--- config.mk ---
export PLATFORM = sky130hd
export DESIGN_NAME = csr_test_host_flat
export DESIGN_NICKNAME = d
export VERILOG_FILES = /design/src/rtl/csr_test_host_if.sv /design/src/rtl/csr_test_host.sv /design/src/flat_wrapper.sv
export SDC_FILE = /design/constraint.sdc
export NUM_CORES = 1
export LEC_CHECK = 0
export CAP_MARGIN = 20
export CORE_MARGIN = 3
export CORE_UTILIZATION = 43
export CTS_CLUSTER_SIZE = 28
export DETAILED_ROUTE_END_ITERATION = 10
export GPL_TIMING_DRIVEN = 0
export PLACE_DENSITY_LB_ADDON = 0.05
export REMOVE_ABC_BUFFERS = 1
export SYNTH_ARGS = -nofsm -noshare
export SYNTH_HDL_FRONTEND = slang
export SYNTH_SLANG_ARGS = --single-unit
--- constraint.sdc ---
create_clock -name clk_sys_i -period 2 [get_ports clk_sys_i]
set_clock_uncertainty 0.15 [all_clocks]
set_input_delay 0.4 -clock clk_sys_i [delete_from_list [all_inputs] [get_ports clk_sys_i]]
set_output_delay 0.4 -clock clk_sys_i [all_outputs]
set_load 0.02 [all_outputs]
--- src/rtl/csr_test_host_if.sv ---
// Avalon-MM command/response bundle between the CSR test host and the
// memory-checker CSR block.
interface csr_test_host_if;
    logic        read_o;
    logic        write_o;
    logic [3:0]  address_o;
    logic [31:0] writedata_o;
    logic        readdatavalid_i;
    logic [31:0] readdata_i;

    modport master (
        output read_o, write_o, address_o, writedata_o,
        input  readdatavalid_i, readdata_i
    );

    modport slave (
        input  read_o, write_o, address_o, writedata_o,
        output readdatavalid_i, readdata_i
    );
endinterface

--- src/rtl/csr_test_host.sv ---
// Avalon-MM master that writes test parameters, kicks the checker, polls for
// finish (with gap and poll limit) and collects the result registers.
module csr_test_host #(
    parameter int PARAM_CNT   = 4,
    parameter int FINISH_ADDR = 5,
    parameter int RES_FIRST   = 6,
    parameter int RES_CNT     = 4,
    parameter int POLL_GAP    = 16,
    parameter int POLL_MAX    = 1024
) (
    input  logic                       clk_sys_i,
    input  logic                       rst_sys_n_i,
    input  logic                       run_i,
    input  logic [PARAM_CNT-1:0][31:0] param_i,
    csr_test_host_if.master            bus,
    output logic                       busy_o,
    output logic                       done_o,
    output logic                       timeout_o,
    output logic [RES_CNT-1:0][31:0]   result_o
);

    // state     | meaning
    // IDLE      | waiting for run_i
    // WR_PARAM  | writing parameter idx to address idx+1
    // WR_START  | writing 1 to address 0 (self-clearing start)
    // POLL_RD   | read of the finish register
    // POLL_WAIT | waiting for finish read data
    // POLL_GAP  | idle cycles between polls
    // RES_RD    | read of result register idx
    // RES_WAIT  | waiting for result read data
    // DONE      | one-cycle completion pulse
    typedef enum logic [3:0] {
        ST_IDLE, ST_WR_PARAM, ST_WR_START, ST_POLL_RD, ST_POLL_WAIT,
        ST_POLL_GAP, ST_RES_RD, ST_RES_WAIT, ST_DONE
    } state_t;

    localparam int IDX_MAX  = (PARAM_CNT > RES_CNT) ? PARAM_CNT : RES_CNT;
    localparam int IDX_W    = (IDX_MAX > 1) ? $clog2(IDX_MAX) : 1;
    localparam int PC_W     = $clog2(POLL_MAX + 1);
    localparam int GAP_W    = (POLL_GAP > 1) ? $clog2(POLL_GAP) : 1;
    localparam int GAP_LOAD = (POLL_GAP > 0) ? POLL_GAP - 1 : 0;

    state_t                     state, state_nxt;
    logic [IDX_W-1:0]           idx;
    logic [PC_W-1:0]            poll_cnt;
    logic [GAP_W-1:0]           gap_cnt;
    logic [PARAM_CNT-1:0][31:0] param_q;
    logic                       rd, wr;
    logic [3:0]                 addr;
    logic [31:0]                wdata;
    logic                       poll_limit;

    assign poll_limit = (poll_cnt == PC_W'(POLL_MAX));

    always_comb begin
        state_nxt = state;
        rd        = 1'b0;
        wr        = 1'b0;
        addr      = '0;
        wdata     = '0;
        case (state)
            ST_IDLE:      if (run_i) state_nxt = ST_WR_PARAM;
            ST_WR_PARAM: begin
                wr    = 1'b1;
                addr  = 4'(idx) + 4'd1;
                wdata = param_q[idx];
                if (idx == IDX_W'(PARAM_CNT - 1)) state_nxt = ST_WR_START;
            end
            ST_WR_START: begin
                wr        = 1'b1;
                wdata     = 32'h1;
                state_nxt = ST_POLL_RD;
            end
            ST_POLL_RD: begin
                rd        = 1'b1;
                addr      = 4'(FINISH_ADDR);
                state_nxt = ST_POLL_WAIT;
            end
            ST_POLL_WAIT: begin
                if (bus.readdatavalid_i) begin
                    if (bus.readdata_i[0])  state_nxt = ST_RES_RD;
                    else if (poll_limit)    state_nxt = ST_DONE;
                    else if (POLL_GAP == 0) state_nxt = ST_POLL_RD;
                    else                    state_nxt = ST_POLL_GAP;
                end
            end
            ST_POLL_GAP:  if (gap_cnt == '0) state_nxt = ST_POLL_RD;
            ST_RES_RD: begin
                rd        = 1'b1;
                addr      = 4'(RES_FIRST) + 4'(idx);
                state_nxt = ST_RES_WAIT;
            end
            ST_RES_WAIT: begin
                if (bus.readdatavalid_i)
                    state_nxt = (idx == IDX_W'(RES_CNT - 1)) ? ST_DONE : ST_RES_RD;
            end
            ST_DONE:      state_nxt = ST_IDLE;
            default:      state_nxt = ST_IDLE;
        endcase
    end

    always_ff @(posedge clk_sys_i) begin
        if (!rst_sys_n_i) begin
            state     <= ST_IDLE;
            idx       <= '0;
            poll_cnt  <= '0;
            gap_cnt   <= '0;
            param_q   <= '0;
            timeout_o <= 1'b0;
            result_o  <= '0;
        end else begin
            state <= state_nxt;
            case (state)
                ST_IDLE: begin
                    if (run_i) begin
                        param_q   <= param_i;
                        timeout_o <= 1'b0;
                        poll_cnt  <= '0;
                        idx       <= '0;
                    end
                end
                ST_WR_PARAM: begin
                    if (idx == IDX_W'(PARAM_CNT - 1)) idx <= '0;
                    else                              idx <= idx + IDX_W'(1);
                end
                ST_POLL_RD: begin
                    if (!poll_limit) poll_cnt <= poll_cnt + PC_W'(1);
                end
                ST_POLL_WAIT: begin
                    if (bus.readdatavalid_i) begin
                        if (bus.readdata_i[0]) idx       <= '0;
                        else if (poll_limit)   timeout_o <= 1'b1;
                        else                   gap_cnt   <= GAP_W'(GAP_LOAD);
                    end
                end
                ST_POLL_GAP: begin
                    if (gap_cnt != '0) gap_cnt <= gap_cnt - GAP_W'(1);
                end
                ST_RES_WAIT: begin
                    if (bus.readdatavalid_i) begin
                        result_o[idx] <= bus.readdata_i;
                        idx           <= idx + IDX_W'(1);
                    end
                end
                default: ;
            endcase
        end
    end

    assign bus.read_o      = rd;
    assign bus.write_o     = wr;
    assign bus.address_o   = addr;
    assign bus.writedata_o = wdata;
    assign busy_o          = (state != ST_IDLE);
    assign done_o          = (state == ST_DONE);

endmodule
--- src/flat_wrapper.sv ---
// flat-port wrapper written by rule: the top's interface ports become plain ports
module csr_test_host_flat 
#(
    parameter int PARAM_CNT   = 4,
    parameter int FINISH_ADDR = 5,
    parameter int RES_FIRST   = 6,
    parameter int RES_CNT     = 4,
    parameter int POLL_GAP    = 16,
    parameter int POLL_MAX    = 1024
)
  (clk_sys_i, rst_sys_n_i, run_i, param_i, busy_o, done_o, timeout_o, result_o, bus_read_o, bus_write_o, bus_address_o, bus_writedata_o, bus_readdatavalid_i, bus_readdata_i);
  csr_test_host_if bus_i ();
  input  logic clk_sys_i;
  input  logic rst_sys_n_i;
  input  logic run_i;
  input  logic [PARAM_CNT-1:0][31:0] param_i;
  output logic busy_o;
  output logic done_o;
  output logic timeout_o;
  output logic [RES_CNT-1:0][31:0] result_o;
  output wire logic [$bits(bus_i.read_o)-1:0] bus_read_o;
  output wire logic [$bits(bus_i.write_o)-1:0] bus_write_o;
  output wire logic [$bits(bus_i.address_o)-1:0] bus_address_o;
  output wire logic [$bits(bus_i.writedata_o)-1:0] bus_writedata_o;
  input wire logic [$bits(bus_i.readdatavalid_i)-1:0] bus_readdatavalid_i;
  input wire logic [$bits(bus_i.readdata_i)-1:0] bus_readdata_i;
  assign bus_read_o = bus_i.read_o;
  assign bus_write_o = bus_i.write_o;
  assign bus_address_o = bus_i.address_o;
  assign bus_writedata_o = bus_i.writedata_o;
  assign bus_i.readdatavalid_i = bus_readdatavalid_i;
  assign bus_i.readdata_i = bus_readdata_i;
  csr_test_host #(.PARAM_CNT(PARAM_CNT), .FINISH_ADDR(FINISH_ADDR), .RES_FIRST(RES_FIRST), .RES_CNT(RES_CNT), .POLL_GAP(POLL_GAP), .POLL_MAX(POLL_MAX)) u_core (.clk_sys_i(clk_sys_i), .rst_sys_n_i(rst_sys_n_i), .run_i(run_i), .param_i(param_i), .bus(bus_i), .busy_o(busy_o), .done_o(done_o), .timeout_o(timeout_o), .result_o(result_o));
endmodule
==> results.yml, run 1 <==
status:
  violations: "negative setup slack"
  status: "finished with violations"
logic_synthesis:
  synthTopCellsByArea: "dfxtp_1 (49%), nand2_1 (18%), a21oi_1 (12%)"
  synth_top_cell_by_area: "dfxtp_1"
  ys_ff_latch: 278
  yosysTopAreaCellShare_pct: 49.3
  synth_edf_count: 0
  async_flop_share_pct: 0
  syn_inst: 1384
  synth_seq_area_share_pct: 49.3
  synthesis.area_sq_um: 11300
  synth.distinct_cells: 53
  avgSynthCellArea_sq_um: 8.16
  ys_warn_count: 0
  synth-main-ff-cell: "dfxtp_1"
timing:
  maxSlewHeadroom_pct: 28.8
  rsz0062_at_grt: "true"
  fin_crit_ns: 2.58
  setup_violations: 317
  fin_ws_ns: -0.580
  tightest_slew_ns: 1.07
  period_share_pct: 129
  finalHoldViolCount: 0
  holdWs_ns: 0.237
  drv_slew: 0
  fmax_mhz: 388
power_and_ir_drop:
  leakagePower_nw: 8.40
  p_per_area_nw_per_um2: 888
  irDropWorstVdd_uv: 701
die:
  die-area_sq_um: 28200
  coreArea_sq_um: 25500
  rows: 58
  num_io_pins: 333
  die_h_um: 168
  start_util_pct: 44.3
  fp.dieW_um: 168
drt:
  firstDrtPassIters: 5
  drtIter0Drc: 1233
  vias: 13145
  drcViolationCount: 0
  drtAntennaViolNets: 0
  routed_via_density: 5.92
  drt_wl_total_um: 57300
  wl_per_cell_um: 25.8
placed_design:
  dpl.hpwl_um: 22200
  io_buffers: 332
  gp_congestion: 0.811
flow_run:
  maxCapViolCount: 0
cts:
  clk_latency_ns: 0.56
  cts-htree-levels: 1
  cts.sinks: 278
  clock_path_buffers: 3
  clkTransAtPathRegs_ns: 0.07
  clockRootBuffer: "clkbuf_16"
  cts_buffers: 30
  cts_tree: "yes"
  cts_hold_repair.buffers: 0
worst_setup_path:
  cp_max_fo: 6
  required_ns: 1.45
  cp-end-kind: "output port"
  critPathKind: "flip-flop to output port"
  worstSetupStartpointType: "flip-flop"
  worst_ep_arrival_time_ns: 2.03
final_layout:
  syn2layout_area_growth_pct: 92.4
  nets: 2035
  drive_gt1_share_pct: 48.7
  post-route-util_pct: 85.3
global_routing:
  grt_start_max_net_pins: 140
  grt_pass1_vias: 10398
  grt_pass1_wl_um: 60900
  grt-ovfl-total: 0
  grt_usage_pct: 27.2
  antenna_found_initial: 4
min_path:
  hp-class: "input pin to flip-flop"
[worst max-delay path: stages, from the launching register on]
cell	delay [ns]
dfxtp_4	0.39
or4b_4	0.61
buf_6	0.17
nor2b_1	0.12
buf_4	0.17
[final timing paths]
kind / start / end / slack [ns] / cells past startpoint
max: u_core.state[3]$_SDFFE_PN0P_ / bus_writedata_o[15] / -0.58 / 4
min: param_i[80] / u_core.param_q[80]$_SDFFE_PN0P_ / 0.24 / 3
max reg2reg: u_core.state[1]$_SDFFE_PN0P_ / u_core.param_q[17]$_SDFFE_PN0P_ / -0.41 / 14
min reg2reg: u_core.result_o[26]$_SDFFE_PN0P_ / u_core.result_o[26]$_SDFFE_PN0P_ / 0.30 / 2
[layer usage]
metal	part of all wire, %	wire length [um]	up-vias	track usage, %
met4	8.6	4950	4	8.96
met2	47	27000	860	46.6
met3	10	5770	324	7.44
li1	-	-	5640	-
met1	34	19500	6317	33.3
met5	0.051	29	-	0
[layout by cell type (no fill, tap or decap), types with 7 or more instances in the layout]
cell type and instances:
nand2_1 275, dfxtp_1 271, a21oi_2 229, nand2_4 188, clkdlybuf4s50_1 160, dlygate4sd2_1 129, buf_6 81, nand2_2 66
buf_4 62, clkbuf_16 55, a21oi_1 43, buf_12 36, mux4_2 32, and3_4 21, nor2b_4 20, buf_8 15
nor2_1 12, nand2_8 11, inv_1 10, nor2b_1 9, buf_16 9, nor2_4 7, nand3_4 7, or3_1 7
[final cells by class]
type / count / area, sq um
multi-input combinational: 1016 / 8550
timing repair inverter: 1 / 8.76
sequential: 278 / 5590
clock buffer: 42 / 877
tap: 330 / 413
timing repair buffer: 521 / 5970
inverter: 16 / 105
clock inverter: 14 / 206
fill: 1356 / 3740
antenna: 3 / 7.51
[per-stage QoR]
stage          power [W]  cells  TNS (ns)  cell area, sq um  setup WS [ns]
3_3_place_gp     0.00893   1941  -1599.66             14500          -6.03
4_1_cts           0.0163   2095    -26.89             17000         -0.666
2_1_floorplan    0.00792   1279   -736.39             10700          -2.90
6_report          0.0193   2221    -94.29             21700         -0.580
3_5_place_dp     0.00903   1950   -210.30             14700          -1.03
5_1_grt           0.0198   2220    -99.17             21700         -0.627
[where the power goes]
group | total [W] | internal, W | switching, W
Combinational | 0.00687 | 0.00338 | 0.00349
Clock | 0.00611 | 0.00370 | 0.00241
Sequential | 0.00633 | 0.00593 | 0.000397
Total | 0.0193 | 0.0130 | 0.00629
[state kept, by name, indices dropped and copies added (netlist names)]
register	flops
u_core.state	4
u_core.timeout_o	1
u_core.gap_cnt	4
u_core.idx	2
u_core.param_q	128
u_core.poll_cnt	11
u_core.result_o	128
[timing repair]
action                                  CTS  global route
endpoints found under the setup margin  447           316
pin swaps                                27           480
gates cloned                             17            51
resized for setup                       452           874
buffers inserted                         73            77
[Yosys cell counts, types with 3 or more instances]
cell type,number
ha_1,7
nor2_1,23
nand2_1,534
buf_6,12
a21oi_1,272
buf_4,4
nand2b_1,6
and3_1,9
buf_1,3
nor3_1,5
or3_1,7
mux2i_1,3
buf_2,42
nor2b_1,33
inv_1,16
xor2_1,3
clkbuf_1,44
mux4_2,32
o21ai_0,6
nand3_1,6
dfxtp_1,278
[logic make-up after synthesis]
| logic type | Yosys count | share of synthesized area, % |
|---|---|---|
| compound gates | 299 | 14.2 |
| xor+xnor | 5 | 0.388 |
| fa+ha+maj | 7 | 0.776 |
| buf+inv | 121 | 5.42 |
| flops | 278 | 49.3 |
| mux | 37 | 6.85 |
| simple gates | 637 | 23.1 |
(Power assumes the default switching activity.)
==> run 2: changes to the inputs <==
--- a/config.mk
+++ b/config.mk
@@ -11,6 +11,7 @@
 export CTS_CLUSTER_SIZE = 28
 export DETAILED_ROUTE_END_ITERATION = 10
 export GPL_TIMING_DRIVEN = 0
+export HOLD_SLACK_MARGIN = 0.02
 export PLACE_DENSITY_LB_ADDON = 0.05
 export REMOVE_ABC_BUFFERS = 1
 export SYNTH_ARGS = -nofsm -noshare
==> results of run 2 <==
No change in the layout: final DEF, timing and power equal those of run 1.
==> RTL edit, RTL diff (flow settings as in run 1) <==
Re-encode `state_t` (9 states) as one-hot, 9 bits wide.
--- a/src/rtl/csr_test_host.sv
+++ b/src/rtl/csr_test_host.sv
@@ -30,7 +30,7 @@
     // RES_WAIT  | waiting for result read data
     // DONE      | one-cycle completion pulse
-    typedef enum logic [3:0] {
-        ST_IDLE, ST_WR_PARAM, ST_WR_START, ST_POLL_RD, ST_POLL_WAIT,
-        ST_POLL_GAP, ST_RES_RD, ST_RES_WAIT, ST_DONE
+    typedef enum logic [8:0] {
+        ST_IDLE = 9'b000000001, ST_WR_PARAM = 9'b000000010, ST_WR_START = 9'b000000100, ST_POLL_RD = 9'b000001000, ST_POLL_WAIT = 9'b000010000,
+        ST_POLL_GAP = 9'b000100000, ST_RES_RD = 9'b001000000, ST_RES_WAIT = 9'b010000000, ST_DONE = 9'b100000000
     } state_t;
 
Formal check against the unedited RTL: no difference found for any inputs over 4 cycles, from zero or initial values and one cycle with rst_sys_n_i low; so few cycles prove little.
==> RTL edit against run 1 <==
The run still ends with negative setup slack left; synthesized area increased by 8.4%; sequential share of layout area increased by 4.6 points; critical endpoint is now bus_writedata_o[28]; setup slack got worse by 370 ps; design area decreased by 14%; wire length decreased by 28%; global-route usage decreased by 2.1 points; sequential cell count increased by 5; total power decreased by 15%.
==> RTL edit: results (changes against run 1) <==
STA
The smallest setup slack after layout was -950.9 ps (-370.4 ps). The slew at the pin with the worst max-slew slack came to 719.1 ps (-346.8 ps). The final count of negative-setup-slack endpoints is 452 (+43%).

Critical path
The logic depth of the worst register-to-register path was 10 (-4). The signal arrival time at the worst endpoint is 2400 ps (+370 ps). The worst-path maximum fanout is 8 (+2). The start of the worst register-to-register path is u_core.state[5]$_SDFFE_PN0P_. The reg-to-reg critical path endpoint is u_core.param_q[112]$_SDFFE_PN0P_. The reg2reg setup slack is -610 ps (-200 ps). On the critical path, the stage with the largest delay is an instance of sky130_fd_sc_hd__or4_4. The maximum single-stage delay on the critical path is 560 ps (-50 ps).

Clock network
The clock latency on the worst-skew pair came to 540 ps (-20 ps). The number of buffers added by the clock tree synthesis step is 31 (+3.3%). The H-tree depth is 1 (unchanged). The number of gates resized after CTS was 314 (-31%).

The number of setup buffers added after CTS is 46 (-37%).

Global routing
The via count of the first global-routing pass is 11.02k (+6.0%). The number of antenna violations at the first check in global routing came to 6 (+2). The overall fraction of global-route tracks in use is 25.13% (-2.1 points). The largest net degree at the start of global routing is 177 (+26%).

The global-route wire length before repair came to 61.45 mm (+0.96%).

Placed design
The pre-CTS setup slack was -1746 ps (-720.6 ps). The detailed-placement wirelength estimate is 23.14 mm (+4.2%). The weighted congestion at the end of routability-driven global placement was 0.8581 (+5.8%).

Logic synthesis
After synthesis, the most frequently instantiated cells are sky130_fd_sc_hd__nand2_1 (537), sky130_fd_sc_hd__dfxtp_1 (283), sky130_fd_sc_hd__a21boi_1 (230), sky130_fd_sc_hd__clkbuf_1 (56), sky130_fd_sc_hd__nor2b_1 (34). The area share of the largest cell type after synthesis is 46.27% (-3.0 points). The sequential fraction of the synthesis area is 46.27% (-3.0 points). Sorting the synthesized cells by area gives the leading types as sky130_fd_sc_hd__dfxtp_1 (46%), sky130_fd_sc_hd__nand2_1 (16%), sky130_fd_sc_hd__a21boi_1 (14%), sky130_fd_sc_hd__mux4_2 (5.9%), sky130_fd_sc_hd__buf_6 (2.3%).

Status
The run finished, with violations left. The checks that failed: negative setup slack.

Worst hold path
The worst-case hold path end point is u_core.param_q[44]$_SDFFE_PN0P_. The startpoint of the tightest hold check path is rst_sys_n_i. The cell depth of the worst hold path was 2 (-1).

Drt
The average via count per standard cell came to 5.203 (-12%). The number of DRC markers after the initial detailed-route iteration came to 697 (-43%). The total wire length after detailed routing came to 41.51 mm (-28%).

Finish
The number of filler cells placed in the layout was 2,286 (+69%). The proportion of layout cells with a drive suffix above 1 is 18.73% (-30 points). The number of nets in the layout is 1,959 (-3.7%).

Power and ir drop
The leakage power is 0.006747 µW (-20%). The worst voltage drop across the vdd grid is 0.0005834 V (-17%).
==> RTL edit: cell types whose count changed after synthesis, moves of 7 or more <==
cell	change
sky130_fd_sc_hd__a21oi_1	-262
sky130_fd_sc_hd__a21boi_1	+230
sky130_fd_sc_hd__a21boi_0	+27
sky130_fd_sc_hd__buf_2	-25
sky130_fd_sc_hd__buf_6	+13
sky130_fd_sc_hd__clkbuf_1	+12
sky130_fd_sc_hd__and3_1	-7
sky130_fd_sc_hd__nand4_1	+7
==> RTL edit: power breakdown <==
group	leakage [µW]	internal [µW]	total (µW)	switching, µW
Combinational	0.00392	2260	4120	1860
Clock	0.000527	3670	5920	2240
Sequential	0.00230	6040	6300	263
==> RTL edit: layer usage <==
layer | up-vias | GRT usage (%) | wire length, µm
met5 | - | 0 | 41
met4 | 6 | 8.477 | 1293
met3 | 89 | 6.801 | 3292
met2 | 415 | 43.41 | 20210
met1 | 5431 | 30.33 | 16670
li1 | 5458 | - | -
==> RTL edit: cell type report <==
class                           count  area share [%]
Antenna cell                        3         0.03999
Clock buffer                       47           4.932
Clock inverter                      8          0.7465
Inverter                           14          0.2799
Multi-Input combinational cell   1021           34.57
Sequential cell                   283           30.33
Tap cell                          378           2.519
Timing Repair Buffer              437           26.58
==> RTL edit: cell families (layout without fill, tap and decap cells) <==
logic type	count (synthesis)	in the layout	share of synthesized area [%]
AO/OA/AOI/OAI	290	290	17.63
XOR/XNOR	12	12	0.8585
adder cells (fa/ha/maj)	7	7	0.7153
buffers and inverters	120	506	5.539
flip-flops	283	283	46.27
multiplexers	33	33	5.968
other	0	3	0
AND/OR/NAND/NOR	669	679	23.01
==> RTL edit: per-stage QoR <==
stage	utilization [%]	setup TNS [ps]	cells	hold WS [ps]	instance area, µm²
CTS	64.42	-155990	2153	116.5	17990
global route	67.20	-192110	2191	180.6	18770
global placement	55.18	-1726460	2018	288.8	15410
detailed placement	56.39	-272610	2032	293.1	15750
finish	67.20	-165170	2191	152.1	18770
floorplan	-	-601730	1308	281.9	11620
==> RTL edit: how the worst max path moves through the flow <==
stage,to,slack (ps),depth (start not counted),start
6_report,bus_writedata_o[28],-950,8,u_core.state[5]$_SDFFE_PN0P_
3_5_place_dp,bus_writedata_o[18],-1750,7,u_core.state[3]$_SDFFE_PN0P_
5_1_grt,bus_writedata_o[30],-1040,8,u_core.state[2]$_SDFFE_PN0P_
2_1_floorplan,u_core.param_q[100]$_SDFFE_PN0P_,-3200,5,u_core.state[3]$_SDFFE_PN0P_
4_1_cts,bus_writedata_o[23],-950,8,u_core.state[3]$_SDFFE_PN0P_
3_3_place_gp,u_core.state[6]$_SDFFE_PN0P_,-7020,3,rst_sys_n_i
